**config.mk**
```make
export PLATFORM = sky130hd
export DESIGN_NAME = vend_sequencer_flat
export DESIGN_NICKNAME = d
export VERILOG_FILES = /design/src/rtl/vend_if.sv /design/src/rtl/vend_sequencer.sv /design/src/flat_wrapper.sv
export SDC_FILE = /design/constraint.sdc
export NUM_CORES = 1
export LEC_CHECK = 0
export CORE_MARGIN = 1
export CORE_UTILIZATION = 49
export DETAILED_ROUTE_END_ITERATION = 7
export GPL_TIMING_DRIVEN = 0
export PLACE_DENSITY = 0.73
export REMOVE_ABC_BUFFERS = 1
export SLEW_MARGIN = 20
export SYNTH_ARGS = -nofsm -noshare
export SYNTH_HDL_FRONTEND = slang
export SYNTH_SLANG_ARGS = --single-unit
export TNS_END_PERCENT = 1
```
**constraint.sdc**
```tcl
create_clock -name clk -period 2.4 [get_ports clk]
set_input_delay 0.48 -clock clk [delete_from_list [all_inputs] [get_ports clk]]
set_output_delay 0.48 -clock clk [all_outputs]
set_load 0.02 [all_outputs]
```
**src/rtl/vend_if.sv**
```systemverilog
// Vending sequencer bus: coin slots, cancel, dispenser
// handshake, ejector and status lines.
interface vend_if #(
  parameter int W = 3
);
  logic [1:0]   coin_a;
  logic [1:0]   coin_b;
  logic         cancel;
  logic         disp_ack;
  logic         disp_req;
  logic         eject;
  logic         rej_a;
  logic         rej_b;
  logic [W-1:0] credit;
  logic         busy;
  logic         fault;

  modport master (
    input  coin_a, coin_b, cancel, disp_ack,
    output disp_req, eject, rej_a, rej_b,
    output credit, busy, fault
  );

  modport slave (
    output coin_a, coin_b, cancel, disp_ack,
    input  disp_req, eject, rej_a, rej_b,
    input  credit, busy, fault
  );
endinterface

```
**src/rtl/vend_sequencer.sv**
```systemverilog
// Vending controller: coin arbitration, credit,
// dispenser handshake with timeout, paced change ejection.
module vend_sequencer #(
  parameter int PRICE    = 3,
  parameter int MAX_CRED = 7,
  parameter int ACK_TO   = 16,
  parameter int EJ_GAP   = 2
) (
  input  logic  clk,
  input  logic  rst,
  vend_if.master bus
);
  localparam int W  = $clog2(MAX_CRED + 1);
  localparam int W1 = W + 1;
  localparam int TW = (ACK_TO > 1) ? $clog2(ACK_TO) : 1;
  localparam int GW = (EJ_GAP > 0) ? $clog2(EJ_GAP + 1) : 1;

  localparam logic [W1-1:0] CAP   = W1'(MAX_CRED);
  localparam logic [W1-1:0] PRC1  = W1'(PRICE);
  localparam logic [W-1:0]  PRC   = W'(PRICE);
  localparam logic [W-1:0]  ONE_W = W'(1);
  localparam logic [TW-1:0] TLAST = TW'(ACK_TO - 1);
  localparam logic [TW-1:0] ONE_T = TW'(1);
  localparam logic [GW-1:0] GAP   = GW'(EJ_GAP);
  localparam logic [GW-1:0] ONE_G = GW'(1);

  typedef enum logic [1:0] {
    ACCEPT   = 2'd0,
    DISPENSE = 2'd1,
    CHANGE   = 2'd2
  } state_t;

  state_t        state, state_n;
  logic [W-1:0]  credit, credit_n;
  logic [TW-1:0] timer, timer_n;
  logic [GW-1:0] gap, gap_n;
  logic          ptr, ptr_n;

  logic          va, vb, take_a, take_b;
  logic [W1-1:0] add, sum;
  logic          ej_e, rej_a_e, rej_b_e, tmo_e;
  logic          req_n, busy_n;

  logic disp_req, eject, rej_a, rej_b, busy, fault;

  // State, datapath and registered outputs
  always_ff @(posedge clk or negedge rst) begin
    if (!rst) begin
      state    <= ACCEPT;
      credit   <= '0;
      timer    <= '0;
      gap      <= '0;
      ptr      <= 1'b0;
      disp_req <= 1'b0;
      eject    <= 1'b0;
      rej_a    <= 1'b0;
      rej_b    <= 1'b0;
      busy     <= 1'b0;
      fault    <= 1'b0;
    end else begin
      state    <= state_n;
      credit   <= credit_n;
      timer    <= timer_n;
      gap      <= gap_n;
      ptr      <= ptr_n;
      disp_req <= req_n;
      eject    <= ej_e;
      rej_a    <= rej_a_e;
      rej_b    <= rej_b_e;
      busy     <= busy_n;
      fault    <= tmo_e;
    end
  end

  // Next state, credit update, arbitration and pulse events
  always_comb begin
    state_n  = state;
    credit_n = credit;
    timer_n  = '0;
    gap_n    = gap;
    ptr_n    = ptr;
    ej_e     = 1'b0;
    rej_a_e  = 1'b0;
    rej_b_e  = 1'b0;
    tmo_e    = 1'b0;
    va       = (bus.coin_a == 2'b01) || (bus.coin_a == 2'b10);
    vb       = (bus.coin_b == 2'b01) || (bus.coin_b == 2'b10);
    take_a   = va && (!vb || !ptr);
    take_b   = vb && (!va || ptr);
    add      = '0;
    if (take_a) add = (bus.coin_a == 2'b10) ? W1'(2) : W1'(1);
    if (take_b) add = (bus.coin_b == 2'b10) ? W1'(2) : W1'(1);
    sum      = {1'b0, credit} + add;
    unique case (state)
      ACCEPT: begin
        rej_a_e = (bus.coin_a == 2'b11);
        rej_b_e = (bus.coin_b == 2'b11);
        if (va && vb) begin
          rej_a_e = ptr;
          rej_b_e = !ptr;
          ptr_n   = !ptr;
        end
        if ((take_a || take_b) && (sum > CAP)) begin
          rej_a_e = rej_a_e | take_a;
          rej_b_e = rej_b_e | take_b;
          if (bus.cancel && credit != '0) state_n = CHANGE;
        end else if (take_a || take_b) begin
          credit_n = sum[W-1:0];
          if (sum >= PRC1) state_n = DISPENSE;
        end else if (bus.cancel && credit != '0) begin
          state_n = CHANGE;
        end
      end
      DISPENSE: begin
        rej_a_e = |bus.coin_a;
        rej_b_e = |bus.coin_b;
        timer_n = timer + ONE_T;
        if (bus.disp_ack) begin
          credit_n = credit - PRC;
          timer_n  = '0;
          state_n  = (credit != PRC) ? CHANGE : ACCEPT;
        end else if (timer == TLAST) begin
          tmo_e   = 1'b1;
          timer_n = '0;
          state_n = CHANGE;
        end
      end
      CHANGE: begin
        rej_a_e = |bus.coin_a;
        rej_b_e = |bus.coin_b;
        if (gap != '0) begin
          gap_n = gap - ONE_G;
          if (gap == ONE_G && credit == '0) state_n = ACCEPT;
        end else if (credit != '0) begin
          ej_e     = 1'b1;
          credit_n = credit - ONE_W;
          gap_n    = GAP;
          if (GAP == '0 && credit == ONE_W) state_n = ACCEPT;
        end else begin
          state_n = ACCEPT;
        end
      end
      default: begin
        state_n = ACCEPT;
      end
    endcase
  end

  // Level outputs follow the state being entered
  always_comb begin
    req_n  = (state_n == DISPENSE);
    busy_n = (state_n != ACCEPT);
  end

  assign bus.disp_req = disp_req;
  assign bus.eject    = eject;
  assign bus.rej_a    = rej_a;
  assign bus.rej_b    = rej_b;
  assign bus.credit   = credit;
  assign bus.busy     = busy;
  assign bus.fault    = fault;
endmodule

```
**src/flat_wrapper.sv**
```systemverilog
// flat-port wrapper written by rule: the top's interface ports become plain ports
module vend_sequencer_flat 
#(
  parameter int PRICE    = 3,
  parameter int MAX_CRED = 7,
  parameter int ACK_TO   = 16,
  parameter int EJ_GAP   = 2
)
  (clk, rst, bus_coin_a, bus_coin_b, bus_cancel, bus_disp_ack, bus_disp_req, bus_eject, bus_rej_a, bus_rej_b, bus_credit, bus_busy, bus_fault);
  vend_if #(.W((3))) bus_i ();
  input  logic clk;
  input  logic rst;
  input wire logic [$bits(bus_i.coin_a)-1:0] bus_coin_a;
  input wire logic [$bits(bus_i.coin_b)-1:0] bus_coin_b;
  input wire logic [$bits(bus_i.cancel)-1:0] bus_cancel;
  input wire logic [$bits(bus_i.disp_ack)-1:0] bus_disp_ack;
  output wire logic [$bits(bus_i.disp_req)-1:0] bus_disp_req;
  output wire logic [$bits(bus_i.eject)-1:0] bus_eject;
  output wire logic [$bits(bus_i.rej_a)-1:0] bus_rej_a;
  output wire logic [$bits(bus_i.rej_b)-1:0] bus_rej_b;
  output wire logic [$bits(bus_i.credit)-1:0] bus_credit;
  output wire logic [$bits(bus_i.busy)-1:0] bus_busy;
  output wire logic [$bits(bus_i.fault)-1:0] bus_fault;
  assign bus_i.coin_a = bus_coin_a;
  assign bus_i.coin_b = bus_coin_b;
  assign bus_i.cancel = bus_cancel;
  assign bus_i.disp_ack = bus_disp_ack;
  assign bus_disp_req = bus_i.disp_req;
  assign bus_eject = bus_i.eject;
  assign bus_rej_a = bus_i.rej_a;
  assign bus_rej_b = bus_i.rej_b;
  assign bus_credit = bus_i.credit;
  assign bus_busy = bus_i.busy;
  assign bus_fault = bus_i.fault;
  vend_sequencer #(.PRICE(PRICE), .MAX_CRED(MAX_CRED), .ACK_TO(ACK_TO), .EJ_GAP(EJ_GAP)) u_core (.clk(clk), .rst(rst), .bus(bus_i));
endmodule
```
# After elaboration in Yosys (flattened, before gate mapping)
# Cells that the tools add are included.
word_totals:
  regBits: 18
  word_cells: 104
op_classes:
  addsub: 5
  magnitude_cmp: 2
  n_eq_ne: 17
  mux: 40
  n_bitwise: 2
  n_reduce_logical: 27
ops:
  columns: ["operator", "count"]
  rows:
  - ["$mux 2", 15]
  - ["$mux 4", 4]
  - ["$mux 3", 5]
  - ["$mux 1", 12]
  - ["$eq 2x1->1 const B", 5]
  - ["$eq 2x2->1 const B", 5]
  - ["$pmux 3 s3", 1]
  - ["$logic_and 1x1->1", 6]
  - ["$ne 2x2->1 const B", 3]
  - ["$pmux 2 s3", 1]
  - ["$reduce_and 6->1", 1]
  - ["$reduce_bool 2->1", 3]
  - ["$reduce_bool 3->1", 2]
  - ["$reduce_or 2->1", 3]
  - ["$logic_or 1x1->1", 5]
  - ["$add 3x4->4", 1]
  - ["$add 4x1->4 const B", 1]
  - ["$eq 4x4->1 const B", 1]
  - ["$ge 4x2->1 const B", 1]
  - ["$gt 4x3->1 const B", 1]
  - ["$ne 2x1->1 const B", 2]
  - ["$pmux 1 s2", 2]
  - ["$reduce_and 2->1", 2]
  - ["$logic_not 1->1", 3]
  - ["7 further kinds", 8]

# Logic depth before layout (Yosys ltp)
logic_depth:
  ltp_word: 14
  ltp_mapped: 12
  depth_no_buf: 12

# Worst setup path before layout
# No wires, ideal clock.
synth_path:
  path_kind: "input-to-reg"
  start: "in bus_coin_a[0]"
  end: "reg u_core.disp_req (netlist: u_core.bus.disp_req)"
  setup_time_ns: 0.066
  t_arrival_ns: 2.761
  t_required_ns: 2.334
  slack_ns: -0.427
  cell_stages: 12
  path_cell_list: "inv_1 > ha_1 > a21boi_0 > a22o_1 > ha_1 > inv_1 > fa_1 > nand2b_1 > a221oi_2 > a21oi_1 > a311oi_2 > and2_1"
synth_between:
  elab_chain_cells: 13
  word_cells_on_any_way: 20
  cone_classes: "1 x add/sub; 2 x order compare; 3 x eq/ne; 7 x mux; 7 x reduce/logical"
synth_lines:
  columns: ["element", "line_no", "source"]
  rows:
  - ["from (decl)", "flat_wrapper.sv:13", "input wire logic [$bits(bus_i.coin_a)-1:0] bus_coin_a;"]
  - ["$eq 2x1->1 / $eq 2x2->1 (equally long branches)", "vend_sequencer.sv:86, vend_sequencer.sv:91", null]
  - ["$logic_or 1x1->1", "vend_sequencer.sv:86", "va = (bus.coin_a == 2'b01) || (bus.coin_a == 2'b10);"]
  - ["$logic_not 1->1", "vend_sequencer.sv:89", "take_b = vb && (!va || ptr);"]
  - ["$logic_or 1x1->1", "vend_sequencer.sv:89", null]
  - ["$logic_and 1x1->1", "vend_sequencer.sv:89", null]
  - ["$mux 4", "vend_sequencer.sv:92", "if (take_b) add = (bus.coin_b == 2'b10) ? W1'(2) : W1'(1);"]
  - ["$add 3x4->4", "vend_sequencer.sv:93", "sum = {1'b0, credit} + add;"]
  - ["$ge 4x2->1", "vend_sequencer.sv:109", "if (sum >= PRC1) state_n = DISPENSE;"]
  - ["$mux 2", "vend_sequencer.sv:109", null]
  - ["$mux 2", "vend_sequencer.sv:107", "end else if (take_a || take_b) begin"]
  - ["$mux 2 *", "vend_sequencer.sv:103", "if ((take_a || take_b) && (sum > CAP)) begin"]
  - ["$pmux 2 s3 *", "vend_sequencer.sv:94", "unique case (state)"]
  - ["via u_core.state_n[0]", "vend_sequencer.sv:33", "state_t state, state_n;"]
  - ["$eq 2x1->1 *", "vend_sequencer.sv:151", "req_n = (state_n == DISPENSE);"]
  - ["via u_core.req_n", "vend_sequencer.sv:42", "logic req_n, busy_n;"]
  - ["to (signal assigned)", "vend_sequencer.sv:66", "disp_req <= req_n;"]
  - ["to (decl)", "vend_sequencer.sv:44", "logic disp_req, eject, rej_a, rej_b, busy, fault;"]
# The timed path passes the listed nets; every way through them passes the cells marked *.
# A chain may end at the register's enable or synchronous reset.

# Worst setup path in the final report
# Same ends and word-level chain as after synthesis.

==> out/metrics.yaml <==
power_and_ir_drop:
  clockPowerShare_pct: 8.5
  p_switching_uw: 783
  seqPwrFrac_pct: 28.7
  powerDensity_mw_per_mm2: 1080
  switching_share_pct: 44.0
  vdd_drop_max_mv: 0.772
  intPower_uw: 998
  p_comb_share_pct: 62.8
  power_mw: 1.78
  leakagePower_nw: 0.780
synth:
  synth_xor_area_share_pct: 3.40
  synth_top_family_by_area: "adder cells"
  syn_avg_cell_area_um2: 9.47
  netlist_area_mm2: 0.00129
  synth_fa_ha_area_share_pct: 21.0
  synth_edf_count: 0
  ys_types: 36
  yosys.area.top_type: "dfrtp_1"
  ys_top_cells_by_area: "dfrtp_1 (35%), ha_1 (19%), inv_1 (5.8%)"
  seq_area_frac_synth_pct: 35.0
  synth_compound_area_share_pct: 16.8
  synthArstFlopShare_pct: 100
  synth-seq-cells: 18
  synth_simple_gate_area_share_pct: 12.7
  synthMuxAreaShare_pct: 4.08
  yosysTopAreaCellShare_pct: 35.0
  syn_inst: 136
  synth_warnings: 0
  synth-main-ff-cell: "dfrtp_1"
  synthTopCellsByCount: "ha_1 (20), inv_1 (20), dfrtp_1 (18)"
sta:
  slew_headroom_pct: 46.9
  layout_setup_ws_ps: -205
  finalSetupViolations: 7
  hold_viol: 0
  fin_crit_ps: 2600
  rsz0062_at_grt: "true"
  fin_crit_sh_pct: 109
  worst_clock_skew_ps: 2.88
  drv_slew: 0
  worst_pin_slew_ps: 794
  max_freq_mhz: 384
critical_path:
  path_buf_inv: 3
  r2r_cells: 11
  crit_fanout: 4
  slowest_stage: "fa_2"
  startpoint: "bus_coin_a[0]"
  rr_endpoint: "u_core.bus.disp_req"
  rrSetupSlack_ps: -140
  cp-endpoint: "u_core.bus.disp_req"
  max_stage_delay_ps: 430
  reg2reg_from: "u_core.ptr"
  path_class: "primary input to flip-flop"
  cp_top_family: "compound AO/OA/AOI/OAI gates"
  crit_cells: 13
  path_cells: "buf_8, inv_4, ha_4, a21boi_4, a22o_1, ha_2, inv_2, fa_2, nand2b_4, a221oi_4, a21oi_2, a311oi_2, and2_1"
  startpoint_type: "primary input"
  required_ps: 2640
  end_kind: "flip-flop"
  crit_arrival_ps: 2840
placed_design:
  dp_cells: 181
  hpwl_um: 1860
  dp_slack_ps: -1200
  numPortBuffers: 16
  gp_congestion: 0.834
route:
  ant_nets: 0
  wl_um: 2710
  routed_via_density: 5.49
  num_vias: 1043
  post_drt_wl_per_cell_um: 14.2
  drt_iter0_markers: 12
  drtPass1Iterations: 4
  drc: 0
grt:
  gr-total-overflow: 0
  grt_max_degree: 19
  first_global_vias: 991
  grt_pass1_wl_um: 4320
  track_usage_pct: 21.6
  antenna_found_initial: 0
job:
  cap_viol_max_count: 0
die:
  pin_count: 17
  die-area_mm2: 0.00284
  core_area_mm2: 0.00248
  die_h_um: 53.3
  die_w_um: 53.3
  num_rows: 18
  start_util_pct: 52.0
status:
  status: "finished, violations left"
  violations: "setup timing"
min_path:
  min-delay-start: "u_core.timer[0]"
  hold_depth: 1
  hp-class: "flip-flop to flip-flop"
layout:
  seq_area_um2: 452
  finish.utilization_pct: 66.3
  stdcell_count: 190
  fin_nets: 191
  fill_cells: 209
  multi_input_area_um2: 827
  syn_to_final_growth_pct: 27.6
  n_antenna_cell: 0
  layout-drive-gt1-share_pct: 21.9
clock_network:
  clockRootBuffer: "clkbuf_4"
  cts.htree.levels: 1
  cts_made_buffers: 3
  cts_tree: "built"
  cts_sinks: 18
  clk_latency_ps: 290
  cts_buffer_depth: 2
  path_clk_slew_ps: 100
## placed cells by master (no fill, tap or decap), drive strengths merged
cell           count
inv               21
ha                20
dfrtp             18
nor2              14
clkdlybuf4s50     12
buf               10
nand2              8
a21oi              6
o21ai              6
a22o               3
nor3               3
xor2               3
nand3              3
mux2i              3
clkbuf             3
nand2b             3
a21boi             2
xnor2              2
and2               2
mux2               2
a21o               1
a221oi             1
a221o              1
o221ai             1
nor2b              1
a311oi             1
nor3b              1
a211o              1
a32oi              1
a2bb2oi            1
a31o               1
and3               1
a21bo              1
o211ai             1
o22ai              1
fa                 1
## cell families (layout without fill, tap and decap cells)
kind of cell / after synthesis / after routing
buf+inv: 22 / 46
xor+xnor: 5 / 5
simple gates: 36 / 36
mux: 5 / 5
flops: 18 / 18
compound gates: 29 / 29
fa+ha+maj: 21 / 21
## sequential cells by signal, indices dropped and copies added (netlist names)
signal               count
u_core.timer             4
u_core.bus.credit        3
u_core.gap               2
u_core.state             2
u_core.bus.busy          1
u_core.bus.disp_req      1
u_core.bus.eject         1
u_core.bus.fault         1
u_core.bus.rej_a         1
u_core.bus.rej_b         1
u_core.ptr               1
## area by class of cell
cell class	instances	area share, %
clock buffers	3	1.37
inverters	21	5.26
multi-input cells	96	50.3
flip-flops and latches	18	27.5
well taps	30	2.28
repair buffers	22	13.3
## timing repair
item / 4_1_cts / 5_1_grt
hold buffers: 0 / 0
resized for setup: 42 / 4
setup buffers: 4 / 2
endpoints found under the setup margin: 9 / 9
pin swaps: 9 / 9
## metal layers
metal | vias to the layer above | GRT usage [%] | wire length [um]
met5 | - | 0 | 0
met3 | 8 | 3.16 | 94
met1 | 500 | 26.8 | 1180
met4 | 0 | 8.77 | 60
met2 | 23 | 36.9 | 1380
li1 | 512 | - | -
## power groups by stage
stage	registers, mW	logic, mW	clock network, mW
3_3_place_gp	0.498	0.943	0
4_1_cts	0.505	1.08	0.151
6_report	0.511	1.12	0.151
5_1_grt	0.524	1.23	0.175
2_1_floorplan	0.555	0.633	0
3_5_place_dp	0.502	0.970	0
## worst min path at each step
| stage | to | slack, ps |
|---|---|---|
| 2_1_floorplan | u_core.bus.busy | 180 |
| 3_3_place_gp | u_core.timer[0] | 450 |
| 3_5_place_dp | u_core.timer[0] | 460 |
| 4_1_cts | u_core.timer[0] | 470 |
| 5_1_grt | u_core.timer[0] | 500 |
| 6_report | u_core.timer[0] | 470 |
## metrics by stage
stage	instance area (um^2)	TNS [ps]	hold slack, ps
after global routing	1640	-1260	501
after floorplan	1280	-1500	184
after CTS	1620	-618	473
final	1640	-710	467
after global placement	1470	-7730	449
after detailed placement	1470	-8430	459
(Power assumes the default switching activity.)
